===== config.mk =====
export PLATFORM = sky130hd
export DESIGN_NAME = bk_subtractor_pipe_flat
export DESIGN_NICKNAME = d
export VERILOG_FILES = /design/src/rtl/bk_pkg.sv /design/src/rtl/bk_subtractor_pipe_if.sv /design/src/rtl/bk_group_gp.sv /design/src/rtl/bk_subtractor_pipe.sv /design/src/flat_wrapper.sv
export SDC_FILE = /design/constraint.sdc
export NUM_CORES = 1
export LEC_CHECK = 0
export BUFFER_PORTS_ARGS = -buffer_cell sky130_fd_sc_hd__clkbuf_2
export CAP_MARGIN = 0
export CORE_MARGIN = 10
export CORE_UTILIZATION = 45
export DETAILED_ROUTE_END_ITERATION = 10
export PLACE_DENSITY_LB_ADDON = 0.25
export SLEW_MARGIN = 20
export SYNTH_ARGS = -nofsm -noshare
export SYNTH_HDL_FRONTEND = slang
export SYNTH_SLANG_ARGS = --single-unit

===== constraint.sdc =====
create_clock -name clk -period 15.5 [get_ports clk]
set_input_delay 3.1 -clock clk [delete_from_list [all_inputs] [get_ports clk]]
set_output_delay 3.1 -clock clk [all_outputs]
set_load 0.01 [all_outputs]

===== src/rtl/bk_pkg.sv =====
// bk_pkg: shared definitions for the Brent-Kung adder/subtractor family.
// Provides default geometry, the generate/propagate pair type, the prefix
// operator and geometry legality checks used at elaboration time.
package bk_pkg;

  localparam int BK_WIDTH     = 64;
  localparam int BK_GROUPSIZE = 8;
  localparam int BK_TAG_W     = 4;

  // Generate/propagate pair for a bit or a contiguous span of bits.
  typedef struct packed {
    logic g;
    logic p;
  } gp_t;

  // (g,p)hi o (g,p)lo : hi span sits directly above lo span.
  function automatic gp_t prefix_op(gp_t hi, gp_t lo);
    gp_t r;
    r.g = hi.g | (hi.p & lo.g);
    r.p = hi.p & lo.p;
    return r;
  endfunction

  function automatic bit groupsize_ok(int gs);
    return (gs == 1) || (gs == 2) || (gs == 4) || (gs == 8);
  endfunction

  // Group count must be a power of two of at least 4 for the tree shape used.
  function automatic bit geometry_ok(int w, int gs);
    int ng;
    if (!groupsize_ok(gs)) return 1'b0;
    if ((w % gs) != 0) return 1'b0;
    ng = w / gs;
    return (ng >= 4) && ((ng & (ng - 1)) == 0);
  endfunction

endpackage


===== src/rtl/bk_subtractor_pipe_if.sv =====
// bk_subtractor_pipe_if: operand/result handshake bundle for the subtractor.
// Ports: in_valid/in_ready/A/B/in_tag toward the block, out_valid/out_ready/
// D/borrow/ovf/zero/out_tag from it. master = producer/consumer, slave = block.
interface bk_subtractor_pipe_if
  import bk_pkg::*;
#(
  parameter int WIDTH = BK_WIDTH,
  parameter int TAG_W = BK_TAG_W
);
  logic             in_valid;
  logic             in_ready;
  logic [WIDTH-1:0] A;
  logic [WIDTH-1:0] B;
  logic [TAG_W-1:0] in_tag;
  logic             out_valid;
  logic             out_ready;
  logic [WIDTH-1:0] D;
  logic             borrow;
  logic             ovf;
  logic             zero;
  logic [TAG_W-1:0] out_tag;

  modport master (
    output in_valid, A, B, in_tag, out_ready,
    input  in_ready, out_valid, D, borrow, ovf, zero, out_tag
  );

  modport slave (
    input  in_valid, A, B, in_tag, out_ready,
    output in_ready, out_valid, D, borrow, ovf, zero, out_tag
  );
endinterface


===== src/rtl/bk_group_gp.sv =====
// bk_group_gp: one GROUPSIZE-bit slice; combinational, no state, no handshake.
// Ports: a_i/b_i operand slices (b_i already inverted for subtraction),
// cin_i group carry-in; gp_o group (G,P), sum_o slice sum, cout_o carry-out.
module bk_group_gp
  import bk_pkg::*;
#(
  parameter int GROUPSIZE = BK_GROUPSIZE
) (
  input  logic [GROUPSIZE-1:0] a_i,
  input  logic [GROUPSIZE-1:0] b_i,
  input  logic                 cin_i,
  output gp_t                  gp_o,
  output logic [GROUPSIZE-1:0] sum_o,
  output logic                 cout_o
);
  logic [GROUPSIZE-1:0] g;
  logic [GROUPSIZE-1:0] p;
  logic [GROUPSIZE:0]   c;

  assign g = a_i & b_i;
  assign p = a_i ^ b_i;

  // Fold bit pairs from LSB upward into the group pair.
  always_comb begin
    gp_t acc;
    gp_t bit_gp;
    acc.g    = g[0];
    acc.p    = p[0];
    bit_gp.g = 1'b0;
    bit_gp.p = 1'b0;
    for (int k = 1; k < GROUPSIZE; k++) begin
      bit_gp.g = g[k];
      bit_gp.p = p[k];
      acc      = prefix_op(bit_gp, acc);
    end
    gp_o = acc;
  end

  always_comb begin
    c[0] = cin_i;
    for (int k = 0; k < GROUPSIZE; k++) begin
      c[k+1] = g[k] | (p[k] & c[k]);
    end
  end

  assign sum_o  = p ^ c[GROUPSIZE-1:0];
  assign cout_o = c[GROUPSIZE];
endmodule


===== src/rtl/bk_subtractor_pipe.sv =====
// bk_subtractor_pipe: D = A + ~B + 1 with borrow/ovf/zero flags and a tag.
// Latency 3 cycles; one global advance (~out_valid | out_ready) gates all
// stages, so a stalled output freezes the whole pipe and in_ready drops.
// Ports: clk, rst (async active-high), bus (slave side of the handshake).
module bk_subtractor_pipe
  import bk_pkg::*;
#(
  parameter int WIDTH     = BK_WIDTH,
  parameter int GROUPSIZE = BK_GROUPSIZE,
  parameter int TAG_W     = BK_TAG_W
) (
  input logic                 clk,
  input logic                 rst,
  bk_subtractor_pipe_if.slave bus
);
  localparam int NG   = WIDTH / GROUPSIZE;
  localparam int LOG  = $clog2(NG);
  localparam int NLVL = 2 * LOG;  // level 0 leaves, LOG up-sweep, LOG-1 down-sweep

  if (!geometry_ok(WIDTH, GROUPSIZE)) begin : g_bad_geometry
    $error("bk_subtractor_pipe: illegal WIDTH/GROUPSIZE combination");
  end

  logic adv;

  logic             v1_q;
  logic [WIDTH-1:0] a1_q;
  logic [WIDTH-1:0] nb1_q;
  logic [TAG_W-1:0] tag1_q;

  logic             v2_q;
  logic [WIDTH-1:0] a2_q;
  logic [WIDTH-1:0] nb2_q;
  logic [TAG_W-1:0] tag2_q;
  logic [NG-1:0]    cin_d;
  logic [NG-1:0]    cin2_q;

  logic             out_valid_q;
  logic [WIDTH-1:0] d_d;
  logic [WIDTH-1:0] d_q;
  logic             carry_out;
  logic             borrow_q;
  logic             ovf_q;
  logic             zero_q;
  logic [TAG_W-1:0] tag_q;

  // Slice outputs not needed in a given use of bk_group_gp.
  logic [WIDTH-1:0] s1_sum_unused;
  logic [NG-1:0]    s1_cout_unused;
  gp_t              s3_gp_unused [NG];
  logic [NG-2:0]    s3_cout_unused;
  gp_t              prefix_top_unused;

  assign adv          = ~out_valid_q | bus.out_ready;
  assign bus.in_ready = adv;

  // ---------------- S1: capture A, ~B, tag ----------------
  always_ff @(posedge clk or posedge rst) begin
    if (rst) begin
      v1_q   <= 1'b0;
      a1_q   <= '0;
      nb1_q  <= '0;
      tag1_q <= '0;
    end else if (adv) begin
      v1_q   <= bus.in_valid;
      a1_q   <= bus.A;
      nb1_q  <= ~bus.B;
      tag1_q <= bus.in_tag;
    end
  end

  // ---------------- Prefix tree over group pairs ----------------
  // Each level lives in its own generate scope so no signal depends on itself.
  for (genvar l = 0; l < NLVL; l++) begin : g_lvl
    gp_t node [NG];
    for (genvar i = 0; i < NG; i++) begin : g_n
      if (l == 0) begin : g_leaf
        bk_group_gp #(.GROUPSIZE(GROUPSIZE)) u_gp (
          .a_i   (a1_q[i*GROUPSIZE +: GROUPSIZE]),
          .b_i   (nb1_q[i*GROUPSIZE +: GROUPSIZE]),
          .cin_i (1'b0),
          .gp_o  (node[i]),
          .sum_o (s1_sum_unused[i*GROUPSIZE +: GROUPSIZE]),
          .cout_o(s1_cout_unused[i])
        );
      end else if (l <= LOG) begin : g_up
        localparam int SPAN = 2 ** (l - 1);
        if (((i + 1) % (2 * SPAN)) == 0) begin : g_op
          assign node[i] = prefix_op(g_lvl[l-1].node[i], g_lvl[l-1].node[i-SPAN]);
        end else begin : g_pass
          assign node[i] = g_lvl[l-1].node[i];
        end
      end else begin : g_dn
        // Fill in the odd prefixes, halving the span each level.
        localparam int SPAN = 2 ** (NLVL - 1 - l);
        if ((((i + 1) % (2 * SPAN)) == SPAN) && ((i + 1) > 2 * SPAN)) begin : g_op
          assign node[i] = prefix_op(g_lvl[l-1].node[i], g_lvl[l-1].node[i-SPAN]);
        end else begin : g_pass
          assign node[i] = g_lvl[l-1].node[i];
        end
      end
    end
  end

  // Carry into group i+1 is G[i:0] | P[i:0] & c0, with c0 = 1 for subtraction.
  assign cin_d[0] = 1'b1;
  for (genvar i = 0; i < NG - 1; i++) begin : g_cin
    assign cin_d[i+1] = g_lvl[NLVL-1].node[i].g | g_lvl[NLVL-1].node[i].p;
  end
  // The whole-word carry comes from the S3 ripple instead.
  assign prefix_top_unused = g_lvl[NLVL-1].node[NG-1];

  // ---------------- S2: register group carry-ins ----------------
  always_ff @(posedge clk or posedge rst) begin
    if (rst) begin
      v2_q   <= 1'b0;
      a2_q   <= '0;
      nb2_q  <= '0;
      tag2_q <= '0;
      cin2_q <= '0;
    end else if (adv) begin
      v2_q   <= v1_q;
      a2_q   <= a1_q;
      nb2_q  <= nb1_q;
      tag2_q <= tag1_q;
      cin2_q <= cin_d;
    end
  end

  // ---------------- S3: per-group ripple and flags ----------------
  for (genvar i = 0; i < NG; i++) begin : g_s3
    if (i == NG - 1) begin : g_top
      bk_group_gp #(.GROUPSIZE(GROUPSIZE)) u_sum (
        .a_i   (a2_q[i*GROUPSIZE +: GROUPSIZE]),
        .b_i   (nb2_q[i*GROUPSIZE +: GROUPSIZE]),
        .cin_i (cin2_q[i]),
        .gp_o  (s3_gp_unused[i]),
        .sum_o (d_d[i*GROUPSIZE +: GROUPSIZE]),
        .cout_o(carry_out)
      );
    end else begin : g_mid
      bk_group_gp #(.GROUPSIZE(GROUPSIZE)) u_sum (
        .a_i   (a2_q[i*GROUPSIZE +: GROUPSIZE]),
        .b_i   (nb2_q[i*GROUPSIZE +: GROUPSIZE]),
        .cin_i (cin2_q[i]),
        .gp_o  (s3_gp_unused[i]),
        .sum_o (d_d[i*GROUPSIZE +: GROUPSIZE]),
        .cout_o(s3_cout_unused[i])
      );
    end
  end

  always_ff @(posedge clk or posedge rst) begin
    if (rst) begin
      out_valid_q <= 1'b0;
      d_q         <= '0;
      borrow_q    <= 1'b0;
      ovf_q       <= 1'b0;
      zero_q      <= 1'b0;
      tag_q       <= '0;
    end else if (adv) begin
      out_valid_q <= v2_q;
      d_q         <= d_d;
      borrow_q    <= ~carry_out;
      // nb2_q holds ~B, so equal MSBs here means A and B have opposite signs.
      ovf_q       <= (a2_q[WIDTH-1] == nb2_q[WIDTH-1]) & (d_d[WIDTH-1] != a2_q[WIDTH-1]);
      zero_q      <= (d_d == '0);
      tag_q       <= tag2_q;
    end
  end

  assign bus.out_valid = out_valid_q;
  assign bus.D         = d_q;
  assign bus.borrow    = borrow_q;
  assign bus.ovf       = ovf_q;
  assign bus.zero      = zero_q;
  assign bus.out_tag   = tag_q;
endmodule


===== src/flat_wrapper.sv =====
// flat-port wrapper written by rule: the top's interface ports become plain ports
module bk_subtractor_pipe_flat import bk_pkg::*;
#(
  parameter int WIDTH     = BK_WIDTH,
  parameter int GROUPSIZE = BK_GROUPSIZE,
  parameter int TAG_W     = BK_TAG_W
)
  (clk, rst, bus_in_valid, bus_A, bus_B, bus_in_tag, bus_out_ready, bus_in_ready, bus_out_valid, bus_D, bus_borrow, bus_ovf, bus_zero, bus_out_tag);
  bk_subtractor_pipe_if #(.WIDTH(WIDTH), .TAG_W(TAG_W)) bus_i ();
  input logic clk;
  input logic rst;
  input wire logic [$bits(bus_i.in_valid)-1:0] bus_in_valid;
  input wire logic [$bits(bus_i.A)-1:0] bus_A;
  input wire logic [$bits(bus_i.B)-1:0] bus_B;
  input wire logic [$bits(bus_i.in_tag)-1:0] bus_in_tag;
  input wire logic [$bits(bus_i.out_ready)-1:0] bus_out_ready;
  output wire logic [$bits(bus_i.in_ready)-1:0] bus_in_ready;
  output wire logic [$bits(bus_i.out_valid)-1:0] bus_out_valid;
  output wire logic [$bits(bus_i.D)-1:0] bus_D;
  output wire logic [$bits(bus_i.borrow)-1:0] bus_borrow;
  output wire logic [$bits(bus_i.ovf)-1:0] bus_ovf;
  output wire logic [$bits(bus_i.zero)-1:0] bus_zero;
  output wire logic [$bits(bus_i.out_tag)-1:0] bus_out_tag;
  assign bus_i.in_valid = bus_in_valid;
  assign bus_i.A = bus_A;
  assign bus_i.B = bus_B;
  assign bus_i.in_tag = bus_in_tag;
  assign bus_i.out_ready = bus_out_ready;
  assign bus_in_ready = bus_i.in_ready;
  assign bus_out_valid = bus_i.out_valid;
  assign bus_D = bus_i.D;
  assign bus_borrow = bus_i.borrow;
  assign bus_ovf = bus_i.ovf;
  assign bus_zero = bus_i.zero;
  assign bus_out_tag = bus_i.out_tag;
  bk_subtractor_pipe #(.WIDTH(WIDTH), .GROUPSIZE(GROUPSIZE), .TAG_W(TAG_W)) u_core (.clk(clk), .rst(rst), .bus(bus_i));
endmodule

==> key figures <==
Status
  • Status: complete, no violations

Die
  • Core Region: 34370 um2
  • DIE AREA: 42440 um2
  • Initial cell density of the core: 0.4529
  • Die width: slightly above 200 um
  • I/O Pins: 209
  • Row count: a little under 70
  • Die height: 206 um

Synthesis
  • Post-synthesis mux area share: 0
  • Cell Area, Synth: 15570 um2
  • Yosys top cell area share: 0.5561
  • EDFF count, synth: 0
  • Syn avg cell area: 9.522 um2
  • Biggest area consumer among synthesized cells: dfrtp_1
  • Post-synthesis instance total: 1635
  • Share of synthesized registers carrying an async set or reset: 1.000
  • Seq cells post-synth: 346
  • Syn_nets: 1885
  • Number of distinct library cells after synthesis: 52
  • Largest family of logic cells by synthesized area: simple AND/OR/NAND/NOR gates
  • Main synth FF type: dfrtp_1
  • Register area share after synthesis: 0.5561
  • Yosys Warn Count: 0
  • Post-synthesis adder-cell area fraction: 0.1191
  • Largest cells by area after synthesis: dfrtp_1, nand2_1, fa_1
  • Synth Area in Compound Gates: 0.05939
  • Simple-Gate Fraction of Synth Area: 0.2262
  • Xor-xnor portion of the synthesized cell area: 0.008438

STA
  • Final setup TNS: 0 ps
  • Measured slew at the worst slew-check pin: 974.8 ps
  • Min Tclk post-route: 7706 ps
  • Fin. Hold Viols: 0
  • Clock skew: 20.14 ps
  • # setup viols final: 0
  • RSZ-0062 raised after global routing: false
  • Final WS setup: 7794 ps
  • Worst slew margin: 0.3501
  • Final period util: 0.4971
  • Achievable Freq: 0.1298 GHz
  • Max Transition Viols Final: 0

CTS
  • Clock Sinks: 346
  • CTS tree: yes
  • Clock transition at the registers of the reported paths: 50 ps
  • Hold buffers post-CTS: 0
  • CTS root buffer: clkbuf_16
  • CTS Buf Count: 38
  • CTS Buffer Depth: 3
  • Htree depth: 2
  • Post-CTS Setup Bufs: 0
  • Post-CTS Resized: 0
  • Clk Latency, worst-skew pair: 520 ps

Place
  • HPWL after detailed placement: 26720 um
  • Post-place instance area: 16920 um2
  • Port buffer count: 208
  • Placement Setup Slack: about 7700 ps
  • RePlAce Congestion: just over 0.8

Cells and area
  • Final instance area: between 15000 and 20000 um2
  • Antenna diode count: 0
  • Commonest non-fill, non-tap cell in the layout: nand2_1
  • P&R area growth vs syn: 16.65%
  • Most frequent cells in the layout: nand2_1, dfrtp_1, clkbuf_2
  • Layout cells sized above 1: 0.1584
  • Register area: 8658 um2
  • Multi-input logic area: 6439 um2
  • Fillers: ~3200
  • Nets: 2065

Global route
  • Total GRT Usage: 0.1793
  • Global-route track usage on met2: 0.2837
  • GRT met3 Usage: 0.03182
  • Largest net degree at the start of global routing: 187
  • GR peak layer: met2
  • Total gr overflow: 0
  • Initial antenna violation count: 0
  • Vias in the first global route: 11610
  • Met1 Use GR: 0.2504
  • First-pass GRT wire length: 61240 um

Pwr
  • Sequential power share: 0.388
  • Combinational power share: 0.378
  • Clock network fraction of total power: 0.235
  • Final total power: 3.793 mW
  • Internal power: 2.338 mW
  • Max rail drop VDD: between 100 and 150 uV
  • P_leak: 9.386 nW
  • P per Cell Area: 208.9 nW/um2
  • NetSw: roughly 1.5 mW
  • Sw Ratio: 0.3837

Worst setup path
  • CP arrival: 4610 ps
  • CP max FO: 186
  • Req. time, crit path: about 12000 ps
  • CP endpoint kind: output port
  • WS Path Type: in -> out
  • CP Launch Type: input port

Detailed routing
  • Routed WL: 37450 um
  • Routed vias/inst: 4.887
  • DRC: 0
  • ANT nets after route: 0
  • Drt wl/cell: between 15 and 20 um
  • Initial DRC count: 807
  • TritonRoute pass-1 iters: 5
  • Vias: 11230

Hold path
  • Min-Delay Path Class: reg -> reg

Job
  • Max cap viols: 0
-- through the flow --
step	hold WS, ps	utilization	instances
6_report	461.5	0.5284	2298
5_1_grt	476.1	0.5284	2298
4_1_cts	461.5	0.5284	2298
3_5_place_dp	449.7	0.4921	2230
3_3_place_gp	441.9	0.4921	2230
2_1_floorplan	430.0	-	1635
-- flip-flops by register name, indices dropped and copies added (netlist names), 4 cells and up --
signal and count:
u_core.cin2_q 8, u_core.nb2_q 64, u_core.a1_q 64, u_core.tag1_q 4
u_core.nb1_q 64, u_core.tag2_q 4, u_core.bus.out_tag 4, u_core.bus.D 64
u_core.a2_q 64
-- cell families after synthesis --
| logic type | after synthesis |
|---|---|
| flops | 346 |
| buf+inv | 108 |
| compound gates | 155 |
| xor+xnor | 15 |
| simple gates | 897 |
| fa+ha+maj | 114 |
-- per-layer routing --
layer,up-vias,share of wire
li1,5574,-
met1,5379,0.46
met2,229,0.46
met3,49,0.052
met4,0,0.021
met5,-,0
-- worst max-delay path: stages --
cell and delay (ps):
clkbuf_2 100, nor2b_4 130, buf_12 500, inv_8 440
clkbuf_2 250
-- area by class of cell --
type	count	share of cell area
sequential	346	0.4767
multi-input combinational	1181	0.3545
clock buffer	57	0.06421
timing repair buffer	216	0.06132
tap	455	0.03135
inverter	32	0.007441
clock inverter	11	0.004409
-- cells in the mapped netlist, drive strengths merged, types with 2 or more instances --
cell type	count
a21boi	2
a21oi	86
xor2	7
o211ai	5
a22oi	5
fa	57
o21ai	32
a2111oi	2
nor2b	2
ha	57
dfrtp	346
clkbuf	28
o31ai	2
nand2	757
nand4	15
a21o	3
a211oi	6
o21a	3
nor2	83
nand2b	2
buf	48
inv	32
xnor2	8
nor4	12
nand3	10
nor3	10
o22ai	3
-- path summary, 6_finish.rpt --
| path | from | endpoint | slack [ps] | depth (start not counted) |
|---|---|---|---|---|
| worst max-delay path | bus_out_ready | bus_in_ready | 7790 | 5 |
| worst min-delay path | u_core.v2_q$_DFFE_PP0P_ | u_core.bus.out_valid$_DFFE_PP0P_ | 460 | 1 |
| worst max register to register | u_core.nb2_q[56]$_DFFE_PP0P_ | u_core.bus.zero$_DFFE_PP0P_ | 9980 | 15 |
| worst min register to register | u_core.v2_q$_DFFE_PP0P_ | u_core.bus.out_valid$_DFFE_PP0P_ | 460 | 1 |
| max in group asynchronous | rst | u_core.nb1_q[38]$_DFFE_PP0P_ | 10480 | 4 |
| min in group asynchronous | rst | u_core.bus.D[14]$_DFFE_PP0P_ | 2810 | 2 |
-- power groups by stage --
| stage | Combinational [mW] | Clock [mW] | Sequential [mW] |
|---|---|---|---|
| 2_1_floorplan | 0.943 | 0 | 1.46 |
| 3_3_place_gp | 1.43 | 0 | 1.47 |
| 3_5_place_dp | 1.46 | 0 | 1.49 |
| 4_1_cts | 1.47 | 0.912 | 1.47 |
| 5_1_grt | 1.65 | 0.951 | 1.52 |
| 6_report | 1.43 | 0.890 | 1.47 |
No activity file was read; power rests on OpenSTA's default activity.
